--- src/rtl/gon_bus_pkg.sv ---
// gon_bus_pkg: shared widths, output register states and slot-slice helper for the gather bus.
`define GON_SLOT(k, w) (k)*(w) +: (w)
package gon_bus_pkg;
  localparam int BITWIDTH    = 16;
  localparam int TAG_LENGTH  = 4;
  localparam int NUM_SOURCES = 10;
  typedef logic [TAG_LENGTH-1:0] tag_t;
  typedef enum logic {EMPTY = 1'b0, FULL = 1'b1} state_e;
endpackage

--- src/rtl/gon_bus_if.sv ---
// gon_bus_if: scan, source and sink signals of the gather bus; gon_bus sits on the slave modport.
interface gon_bus_if #(
  parameter int BITWIDTH    = gon_bus_pkg::BITWIDTH,
  parameter int TAG_LENGTH  = gon_bus_pkg::TAG_LENGTH,
  parameter int NUM_SOURCES = gon_bus_pkg::NUM_SOURCES
);
  logic                            prog;
  logic [TAG_LENGTH-1:0]           scan_tag_in;
  logic [TAG_LENGTH-1:0]           scan_tag_next_bus;
  logic                            controller_enable;
  logic [TAG_LENGTH-1:0]           tag;
  logic [BITWIDTH*NUM_SOURCES-1:0] source_value;
  logic [NUM_SOURCES-1:0]          source_ready;
  logic [NUM_SOURCES-1:0]          source_ack;
  logic [BITWIDTH-1:0]             output_value;
  logic                            output_valid;
  logic                            sink_ready;
  logic                            collision_err;
  modport master (
    output prog, scan_tag_in, controller_enable, tag, source_value, source_ready, sink_ready,
    input  scan_tag_next_bus, source_ack, output_value, output_valid, collision_err
  );
  modport slave (
    input  prog, scan_tag_in, controller_enable, tag, source_value, source_ready, sink_ready,
    output scan_tag_next_bus, source_ack, output_value, output_valid, collision_err
  );
endinterface

--- src/rtl/gon_bus_slot.sv ---
// gon_slot: one scan-programmed tag ID stage plus its tag compare.
module gon_slot #(
  parameter int TAG_LENGTH = gon_bus_pkg::TAG_LENGTH
) (
  input  logic                  clk,
  input  logic                  rstb,
  input  logic                  shift_i,
  input  logic                  en_i,
  input  logic [TAG_LENGTH-1:0] tag_in_i,
  input  logic [TAG_LENGTH-1:0] tag_i,
  output logic [TAG_LENGTH-1:0] tag_id_o,
  output logic                  match_o
);
  logic [TAG_LENGTH-1:0] tag_id_q, tag_id_d;
  always_comb tag_id_d = shift_i ? tag_in_i : tag_id_q;
  always_ff @(posedge clk) tag_id_q <= rstb ? tag_id_d : '0;
  assign tag_id_o = tag_id_q;
  assign match_o  = en_i & (tag_id_q == tag_i);
endmodule

--- src/rtl/gon_bus.sv ---
// gon_bus: tag-matched gather of one source slot into a registered sink stream.
// Define GON_COLLISION_DETECT_EN for a sticky multi-match flag on collision_err.
module gon_bus
  import gon_bus_pkg::*;
#(
  parameter int BITWIDTH    = gon_bus_pkg::BITWIDTH,
  parameter int TAG_LENGTH  = gon_bus_pkg::TAG_LENGTH,
  parameter int NUM_SOURCES = gon_bus_pkg::NUM_SOURCES
) (
  input logic         clk,
  input logic         rstb,
  gon_bus_if.slave    bus
);
  logic [TAG_LENGTH-1:0]  chain [NUM_SOURCES+1];
  logic [NUM_SOURCES-1:0] match, first;
  logic [BITWIDTH-1:0]    sel_val, value_q, value_d;
  state_e                 state_q, state_d;
  logic                   en, hit, capture;
  assign chain[NUM_SOURCES]    = bus.scan_tag_in;
  assign bus.scan_tag_next_bus = chain[0];
  assign en = bus.controller_enable & ~bus.prog;
  for (genvar k = 0; k < NUM_SOURCES; k++) begin : g_slot
    gon_slot #(.TAG_LENGTH(TAG_LENGTH)) u_slot (
      .clk      (clk),
      .rstb     (rstb),
      .shift_i  (bus.prog),
      .en_i     (en & bus.source_ready[k]),
      .tag_in_i (chain[k+1]),
      .tag_i    (bus.tag),
      .tag_id_o (chain[k]),
      .match_o  (match[k])
    );
  end
  // isolate the lowest set match bit: fixed priority to the lowest slot index
  assign first   = match & (~match + 1'b1);
  assign hit     = |match;
  assign capture = hit & ((state_q == EMPTY) | bus.sink_ready);
  assign bus.source_ack = (rstb & capture) ? first : '0;
  always_comb begin
    sel_val = '0;
    for (int i = 0; i < NUM_SOURCES; i++)
      sel_val |= first[i] ? bus.source_value[`GON_SLOT(i, BITWIDTH)] : '0;
  end
  always_comb begin
    state_d = capture ? FULL : bus.sink_ready ? EMPTY : state_q;
    value_d = capture ? sel_val : value_q;
  end
  always_ff @(posedge clk) begin
    if (!rstb) begin
      state_q <= EMPTY;
      value_q <= '0;
    end else begin
      state_q <= state_d;
      value_q <= value_d;
    end
  end
  assign bus.output_valid = (state_q == FULL);
  assign bus.output_value = value_q;
`ifdef GON_COLLISION_DETECT_EN
  logic col_q, col_d;
  always_comb col_d = col_q | (capture & |(match & (match - 1'b1)));
  always_ff @(posedge clk) col_q <= rstb ? col_d : 1'b0;
  assign bus.collision_err = col_q;
`else
  assign bus.collision_err = 1'b0;
`endif
endmodule

--- src/flat_wrapper.sv ---
// flat-port wrapper written by rule: the top's interface ports become plain ports
module gon_bus_flat import gon_bus_pkg::*;
#(
  parameter int BITWIDTH    = gon_bus_pkg::BITWIDTH,
  parameter int TAG_LENGTH  = gon_bus_pkg::TAG_LENGTH,
  parameter int NUM_SOURCES = gon_bus_pkg::NUM_SOURCES
)
  (clk, rstb, bus_prog, bus_scan_tag_in, bus_controller_enable, bus_tag, bus_source_value, bus_source_ready, bus_sink_ready, bus_scan_tag_next_bus, bus_source_ack, bus_output_value, bus_output_valid, bus_collision_err);
  gon_bus_if #(.BITWIDTH(BITWIDTH), .TAG_LENGTH(TAG_LENGTH), .NUM_SOURCES(NUM_SOURCES)) bus_i ();
  input logic clk;
  input logic rstb;
  input wire logic [$bits(bus_i.prog)-1:0] bus_prog;
  input wire logic [$bits(bus_i.scan_tag_in)-1:0] bus_scan_tag_in;
  input wire logic [$bits(bus_i.controller_enable)-1:0] bus_controller_enable;
  input wire logic [$bits(bus_i.tag)-1:0] bus_tag;
  input wire logic [$bits(bus_i.source_value)-1:0] bus_source_value;
  input wire logic [$bits(bus_i.source_ready)-1:0] bus_source_ready;
  input wire logic [$bits(bus_i.sink_ready)-1:0] bus_sink_ready;
  output wire logic [$bits(bus_i.scan_tag_next_bus)-1:0] bus_scan_tag_next_bus;
  output wire logic [$bits(bus_i.source_ack)-1:0] bus_source_ack;
  output wire logic [$bits(bus_i.output_value)-1:0] bus_output_value;
  output wire logic [$bits(bus_i.output_valid)-1:0] bus_output_valid;
  output wire logic [$bits(bus_i.collision_err)-1:0] bus_collision_err;
  assign bus_i.prog = bus_prog;
  assign bus_i.scan_tag_in = bus_scan_tag_in;
  assign bus_i.controller_enable = bus_controller_enable;
  assign bus_i.tag = bus_tag;
  assign bus_i.source_value = bus_source_value;
  assign bus_i.source_ready = bus_source_ready;
  assign bus_i.sink_ready = bus_sink_ready;
  assign bus_scan_tag_next_bus = bus_i.scan_tag_next_bus;
  assign bus_source_ack = bus_i.source_ack;
  assign bus_output_value = bus_i.output_value;
  assign bus_output_valid = bus_i.output_valid;
  assign bus_collision_err = bus_i.collision_err;
  gon_bus #(.BITWIDTH(BITWIDTH), .TAG_LENGTH(TAG_LENGTH), .NUM_SOURCES(NUM_SOURCES)) u_core (.clk(clk), .rstb(rstb), .bus(bus_i));
endmodule
--- config.mk ---
export PLATFORM = sky130hd
export DESIGN_NAME = gon_bus_flat
export DESIGN_NICKNAME = d
export VERILOG_FILES = /design/src/rtl/gon_bus_pkg.sv /design/src/rtl/gon_bus_if.sv /design/src/rtl/gon_bus_slot.sv /design/src/rtl/gon_bus.sv /design/src/flat_wrapper.sv
export SDC_FILE = /design/constraint.sdc
export NUM_CORES = 1
export LEC_CHECK = 0
export CAP_MARGIN = 15
export CORE_ASPECT_RATIO = 2
export CORE_MARGIN = 1
export CORE_UTILIZATION = 42
export DETAILED_ROUTE_END_ITERATION = 6
export PLACE_DENSITY = 0.89
export SETUP_SLACK_MARGIN = 0.5
export SYNTH_ARGS = -nofsm -noshare
export SYNTH_HDL_FRONTEND = slang
export SYNTH_SLANG_ARGS = --single-unit
export TNS_END_PERCENT = 30
--- constraint.sdc ---
create_clock -name clk -period 2.25 [get_ports clk]
set_input_delay 0.225 -clock clk [delete_from_list [all_inputs] [get_ports clk]]
set_output_delay 0.225 -clock clk [all_outputs]
set_load 0.02 [all_outputs]
Yosys cells after proc, flatten, opt, wreduce, memory -nomap -nowiden

Cells that the tools add are included.
W data, S select, Z words.

Register bits: 57
Latch bits: 0
RAM bits: 0
Memory bits (read-only): 0
Word-level logic and storage cells: 75
Memories: 0

Add/subtract/negate cells: 1
Multiply operators: 0
Div/mod/pow operators: 0
Order comparisons: 0
Equality and inequality tests: 10
Shift operators: 0
Muxes and demuxes: 13
Bitwise operators: 37
Reduce and logical (&&, ||, !) cells: 2

Operators by type and width:

| cell                    | number |
|---|---|
| $mux W16                | 10 |
| $or A16 B16 Y16         | 9 |
| $eq A4 B4 Y1            | 10 |
| $and A1 B1 Y1           | 23 |
| $add A10 B1 Y10 const B | 1 |
| $and A10 B10 Y10        | 1 |
| $mux W10                | 1 |
| $not A10 Y10            | 1 |
| $reduce_or A10 Y1       | 1 |
| $mux W1                 | 2 |
| $not A1 Y1              | 2 |
| $reduce_bool A2 Y1      | 1 |
| $or A1 B1 Y1            | 1 |

Longest topological paths before layout

Gate-level depths: netlist of run 1.

Depth in word-level cells: 17
Gate-level depth with buffers: 12
Depth with buffers taken out: 7

By module

Synthesis of run 1 repeated with hierarchy kept, for this count alone.

Cells, all modules: 477
Area total of the unflattened synthesis: 4,106.4 um2

By module, submodules not included:

| module   | times used | cells an instance | area an instance (um2) | seq. area each (um2) |
|---|---|---|---|---|
| gon_bus  | 1          | 287               | 2,092.0                | 340.3 |
| gon_slot | 10         | 19                | 201.4                  | 80.1 |

Worst setup path before layout of run 1

Ideal clock, no wire load.

Path kind: input port to output port
From: input bus_prog
To: output bus_source_ack[7]
Data arrival time: 2.185 ns
Data required time: 2.025 ns
Path slack: -0.160 ns
Stages: 11
Path through: buf_2 -> nor2b_4 -> buf_6 -> and3_4 -> buf_6 -> nand2_4 -> and4_1 -> buf_4 -> buf_4 -> nand3_1 -> nor4_1

Word-level cells in the longest chain between the ends: 8
Elaborated cells on any way between the ends: 29
Those cells by class: add/sub (1); mux (1); bitwise (26); reduce/logical (1)

RTL lines:

| item                                                     | RTL line                     | text |
|---|---|---|
| start, declared                                          | flat_wrapper.sv:12           | `input wire logic [$bits(bus_i.prog)-1:0] bus_prog;` |
| $not A1 Y1 *                                             | gon_bus.sv:21                | `assign en = bus.controller_enable & ~bus.prog;` |
| $and A1 B1 Y1 *                                          | gon_bus.sv:21                |  |
| $and A1 B1 Y1                                            | gon_bus.sv:27                | `.en_i (en & bus.source_ready[k]),` |
| $and A1 B1 Y1                                            | gon_bus_slot.sv:18           | `assign match_o = en_i & (tag_id_q == tag_i);` |
| $not A10 Y10 / $reduce_or A10 Y1 (equally long branches) | gon_bus.sv:35, gon_bus.sv:36 |  |
| $add A10 B1 Y10 / $and A1 B1 Y1 (equally long branches)  | gon_bus.sv:35, gon_bus.sv:37 |  |
| $and A10 B10 Y10 / $and A1 B1 Y1 (equally long branches) | gon_bus.sv:35, gon_bus.sv:38 |  |
| $mux W10 *                                               | gon_bus.sv:38                | `assign bus.source_ack = (rstb & capture) ? first : '0;` |
| end, declared                                            | flat_wrapper.sv:20           | `output wire logic [$bits(bus_i.source_ack)-1:0] bus_source_ack;` |

Every way passes the cells marked *; elsewhere a longest branch is shown, timed or not.

Worst setup path in the final report of run 1

From: register u_core.g_slot[8].u_slot.tag_id_q[0]
To: output bus_source_ack[8]

Word-level cells in the longest chain between the ends: 6
Elaborated cells on any way between the ends: 9
Those cells by class: add/sub (1); eq/ne (1); mux (1); bitwise (5); reduce/logical (1)

RTL lines:

| item                                                     | RTL line                     | text |
|---|---|---|
| start, declared                                          | gon_bus_slot.sv:14           | `logic [TAG_LENGTH-1:0] tag_id_q, tag_id_d;` |
| start signal, assigned                                   | gon_bus_slot.sv:16           | `always_ff @(posedge clk) tag_id_q <= rstb ? tag_id_d : '0;` |
| $eq A4 B4 Y1 *                                           | gon_bus_slot.sv:18           |  |
| $and A1 B1 Y1 *                                          | gon_bus_slot.sv:18           |  |
| $not A10 Y10 / $reduce_or A10 Y1 (equally long branches) | gon_bus.sv:35, gon_bus.sv:36 |  |
| $add A10 B1 Y10 / $and A1 B1 Y1 (equally long branches)  | gon_bus.sv:35, gon_bus.sv:37 |  |
| $and A10 B10 Y10 / $and A1 B1 Y1 (equally long branches) | gon_bus.sv:35, gon_bus.sv:38 |  |
| $mux W10 *                                               | gon_bus.sv:38                |  |

Marks and branches as above.

==> run summary, run 1 <==
The DRC violation count after routing came out at 0. The first global-routing pass estimated 27.2 mm of wire. The number of synthesis warnings is 0, and the total negative slack for setup checks is -1.43 ns. The top flip-flop cell by instance count after synthesis was sky130_fd_sc_hd__dfxtp_1. The classification of the worst-slack hold path was in2reg.

Counting flops and latches in the post-synthesis netlist gives 57. TritonCTS built the clock tree. The clock period minus final worst setup slack works out to 2.44 ns. Synthesis produced a netlist with a net count of 672.

For the worst clock skew on the final layout, the log shows 0.00596 ns. The area share of the largest cell type after synthesis is 26.0%. The checks that failed: setup timing. The worst register-to-register path begins at u_core.g_slot[9].u_slot.tag_id_o[0]. At the pin with the least slew margin, the transition time is 0.679 ns. The share of post-route cells with drive strength above 1 works out to 34.4%. The max-cap violation count came out at 0.

Measured against its own limit, the worst slew margin works out to 54.7%. The total overflow left after global routing is 0. Area of the core: 10100 µm².

The hold path startpoint is rstb. At the later pin of the worst-skew pair, clock insertion delay measures 0.33 ns. Synthesis produced 489 cells.

The max-slew violation count is 0, and the cell leakage power is 3.39 nW. The arrival time of the worst setup path came out at 2.22 ns. Static timing analysis puts the maximum clock frequency at 0.409 GHz. For this block, the routed nets add up to 19.9 mm of wire.

In this run the cell area measured after placement is 7290 µm². The cell count after placement was 889. The number of antenna violations at the first check in global routing came out at 0. Summing every instance area after synthesis gives 4380 µm². Dividing the detail-routed wire length by the instance count gives 21.5 µm. The average cell area after synthesis was 8.96 µm²; the total half-perimeter wirelength after legalization and detailed placement was 14.2 mm. On the critical path, the stage with the largest delay is an instance of sky130_fd_sc_hd__dfxtp_1. The number of library cell types mapped by synthesis is 50, and the power density over the cells is 412 nW/µm². The logs give 0 for the quantity of hold-fixing buffers added after cts and 5464 for the number of global-route vias before repair. Yosys instantiated no cell more often than sky130_fd_sc_hd__dfxtp_1.

The design area is 8240 µm². Setup repair after global routing could not meet its margin everywhere. On the worst path, the slowest cell contributes a delay of 0.43 ns. The worst register-to-register path has a setup slack of -0.08 ns. For this run, the detailed router's first-pass iteration total came to 7.

The kind of cell adding the most delay to the critical path was simple AND/OR/NAND/NOR gates. The count of flip-flops with a built-in enable after synthesis came out at 0. Once the floorplan was initialized, standard cells occupied 43.2% of the core. The floorplan step set the die width to 74.2 µm. The signal on the critical path passes through xor2_2 -> nor3_2 -> nand4_1 -> nand4b_1 -> o32a_4 -> buf_12 -> and3_4 -> buf_6.

Summing internal, switching and leakage power gives 3.39 mW. For the worst flop-to-flop path, the logic depth is 12. The tools report the number of rows created at floorplan as 52. Ranked by total cell area, the synthesized netlist is headed by sky130_fd_sc_hd__dfxtp_1, sky130_fd_sc_hd__mux2i_1, sky130_fd_sc_hd__nor2b_1, sky130_fd_sc_hd__xor2_1, sky130_fd_sc_hd__a22oi_1. By startpoint and endpoint, the worst setup path is classified as reg2out. The number of top-level pins is 215. The tools report the root cell of the clock tree as sky130_fd_sc_hd__clkbuf_16. For the worst ir drop on vdd, the log shows 621 µV. The final hold violation count was 0; the number of clock sinks seen by CTS was 57. The logs give 2 for the clock tree buffer depth and 9 for the TritonCTS buffer count.

The area growth from synthesis to layout came out at 87.9%. Fill cells in the final layout number 603. The number of vias per cell was 5.66; the critical path depth was 8.

The fraction of registers with async set/reset came out at 0%. The tools report the register area share after synthesis as 26.0%. The total number of nets in the final design is 972, and the DRC violation total after the first TritonRoute iteration is 219.

The routed layout has 5255 vias. The tools report the tightest hold margin as 0.311 ns. The logs give 20 for the number of endpoints failing setup at the final stage and 3220 µm² for the area occupied by multi-input gates.

The worst path uses 109% of the clock period. The highest fanout seen on the critical path is 5. The run gives 0.947 as the routability congestion estimate from global placement.

The number of cells on the worst hold path came out at 3. The capturing point of the worst reg2reg path is u_core.bus.output_value[1]. The run finished, with violations left. STA classifies the critical path startpoint as a flip-flop.

Across every metal layer, demand over resource in global routing totals 33.2%. For hold timing, the worst endpoint is u_core.bus.output_value[6]. Leaving out filler cells and counting taps, the final layout contains 929.

The CTS clock-pin slew for the worst setup and hold paths was 0.05 ns; the total inserted antenna cells was 0. By count the netlist is led by sky130_fd_sc_hd__dfxtp_1, sky130_fd_sc_hd__mux2i_1, sky130_fd_sc_hd__nor2b_1. At the worst endpoint, the required time is 2.03 ns. Entering global routing, the biggest net connects 41 pins. The worst setup path is captured at a primary output. The number of buffers and inverters on the critical path is 2.

The final worst slack is -0.194 ns, and the count of buffers inserted at the top-level ports is 213. The detail route stage leaves a number of antenna-violating nets equal to 0. For the sequential cell area, the log shows 1160 µm². Cell accounting for the most synthesized area: sky130_fd_sc_hd__dfxtp_1. The vertical die dimension is 146 µm, and the CTS H-tree depth is 3.

The run gives 10900 µm² as the floorplan die area.
## state kept, by name (all words and copies together) (netlist names)
register	cells
u_core.bus.output_valid	1
u_core.bus.output_value	16
u_core.g_slot.u_slot.tag_id_o	40
## logic make-up (layout without fill, tap and decap cells)
kind of cell | count (synthesis) | after routing | share of synthesized area (%)
other | 1 | 1 | 0.0856
buffers and inverters | 81 | 386 | 9.96
and+or+nand+nor | 123 | 123 | 19.4
xor gates and xnor gates | 40 | 40 | 8.16
DFF | 57 | 57 | 26.0
AOI/OAI and AO/OA | 131 | 131 | 23.1
muxes | 56 | 56 | 13.2
## how the worst max path moves through the flow
stage	start	slack [ns]	endpoint
detailed placement	bus_tag[2]	-0.93	bus_source_ack[5]
global placement	bus_tag[2]	-0.79	bus_source_ack[5]
global route	u_core.g_slot[8].u_slot.tag_id_o[0]	-0.28	bus_source_ack[5]
floorplan	bus_tag[2]	0.16	bus_source_ack[2]
finish	u_core.g_slot[8].u_slot.tag_id_o[0]	-0.19	bus_source_ack[8]
CTS	u_core.g_slot[2].u_slot.tag_id_o[1]	-0.13	bus_source_ack[5]
## layer usage
layer  track usage [%]  vias to the layer above  part of all wire (%)  routed length [µm]
li1                  -                     2392                     -                   -
met1              32.1                     2520                    34                6800
met2              64.0                      251                    54               10900
met3              5.31                       92                   5.6                1110
met4              15.9                        0                   5.9                1170
met5                 0                        -                     0                   0
## power breakdown
part           total, mW  internal (mW)  switching [mW]
Clock               1.51           1.02           0.482
Combinational      0.826          0.499           0.327
Sequential          1.06           1.04          0.0218
## worst register-to-register path, delay by kind of cell (launching register included)
kind                      cells  cell delay [ns]
AOI/OAI and AO/OA             2             0.27
xor gates and xnor gates      1             0.19
and+or+nand+nor               4             0.75
buffers and inverters         5             0.69
DFF                           1             0.33
## stage by stage
step | worst slack [ns] | util, %
6_report | -0.194 | 81.2
5_1_grt | -0.285 | 81.2
4_1_cts | -0.131 | 77.5
3_5_place_dp | -0.927 | 71.8
3_3_place_gp | -0.794 | 71.8
2_1_floorplan | 0.157 | -
## repair_timing
item / CTS / global route
buffers inserted: 12 / 11
endpoints found under the setup margin: 27 / 27
cloned: 0 / 1
resized for setup: 97 / 70
pin swaps: 23 / 45
endpoints found under the hold margin: 0 / 0
## layout make-up
class                      count  share of cell area, %
tap                          135                   2.05
clock buffer                  11                   3.07
inverter                      33                   1.50
clock inverter                 5                  0.942
multi-input combinational    351                   39.1
sequential                    57                   14.1
timing repair buffer         337                   39.3
## cell usage in the layout, fill, tap and decap left out, drive strengths merged, types with 21 or more instances in the layout
cell type	count
nand3	21
clkdlybuf4s50	196
buf	135
nor2b	41
dfxtp	57
xor2	26
a22oi	33
inv	33
mux2i	40
o21ai	32
nor3	28
Note: power is estimated with default switching activity, not from simulation.
==> run 2, diff against run 1 <==
HOLD_SLACK_MARGIN = 0.12   (was default)
==> results of run 2 <==
Same layout as run 1: the final DEF is identical, and so are final timing and power.
==> run 3, diff against run 2 <==
GPL_TIMING_DRIVEN = 1   (was default)
SLEW_MARGIN = 20   (was default)
==> results of run 3 <==
Same layout as run 1: the final DEF is identical, and so are final timing and power.
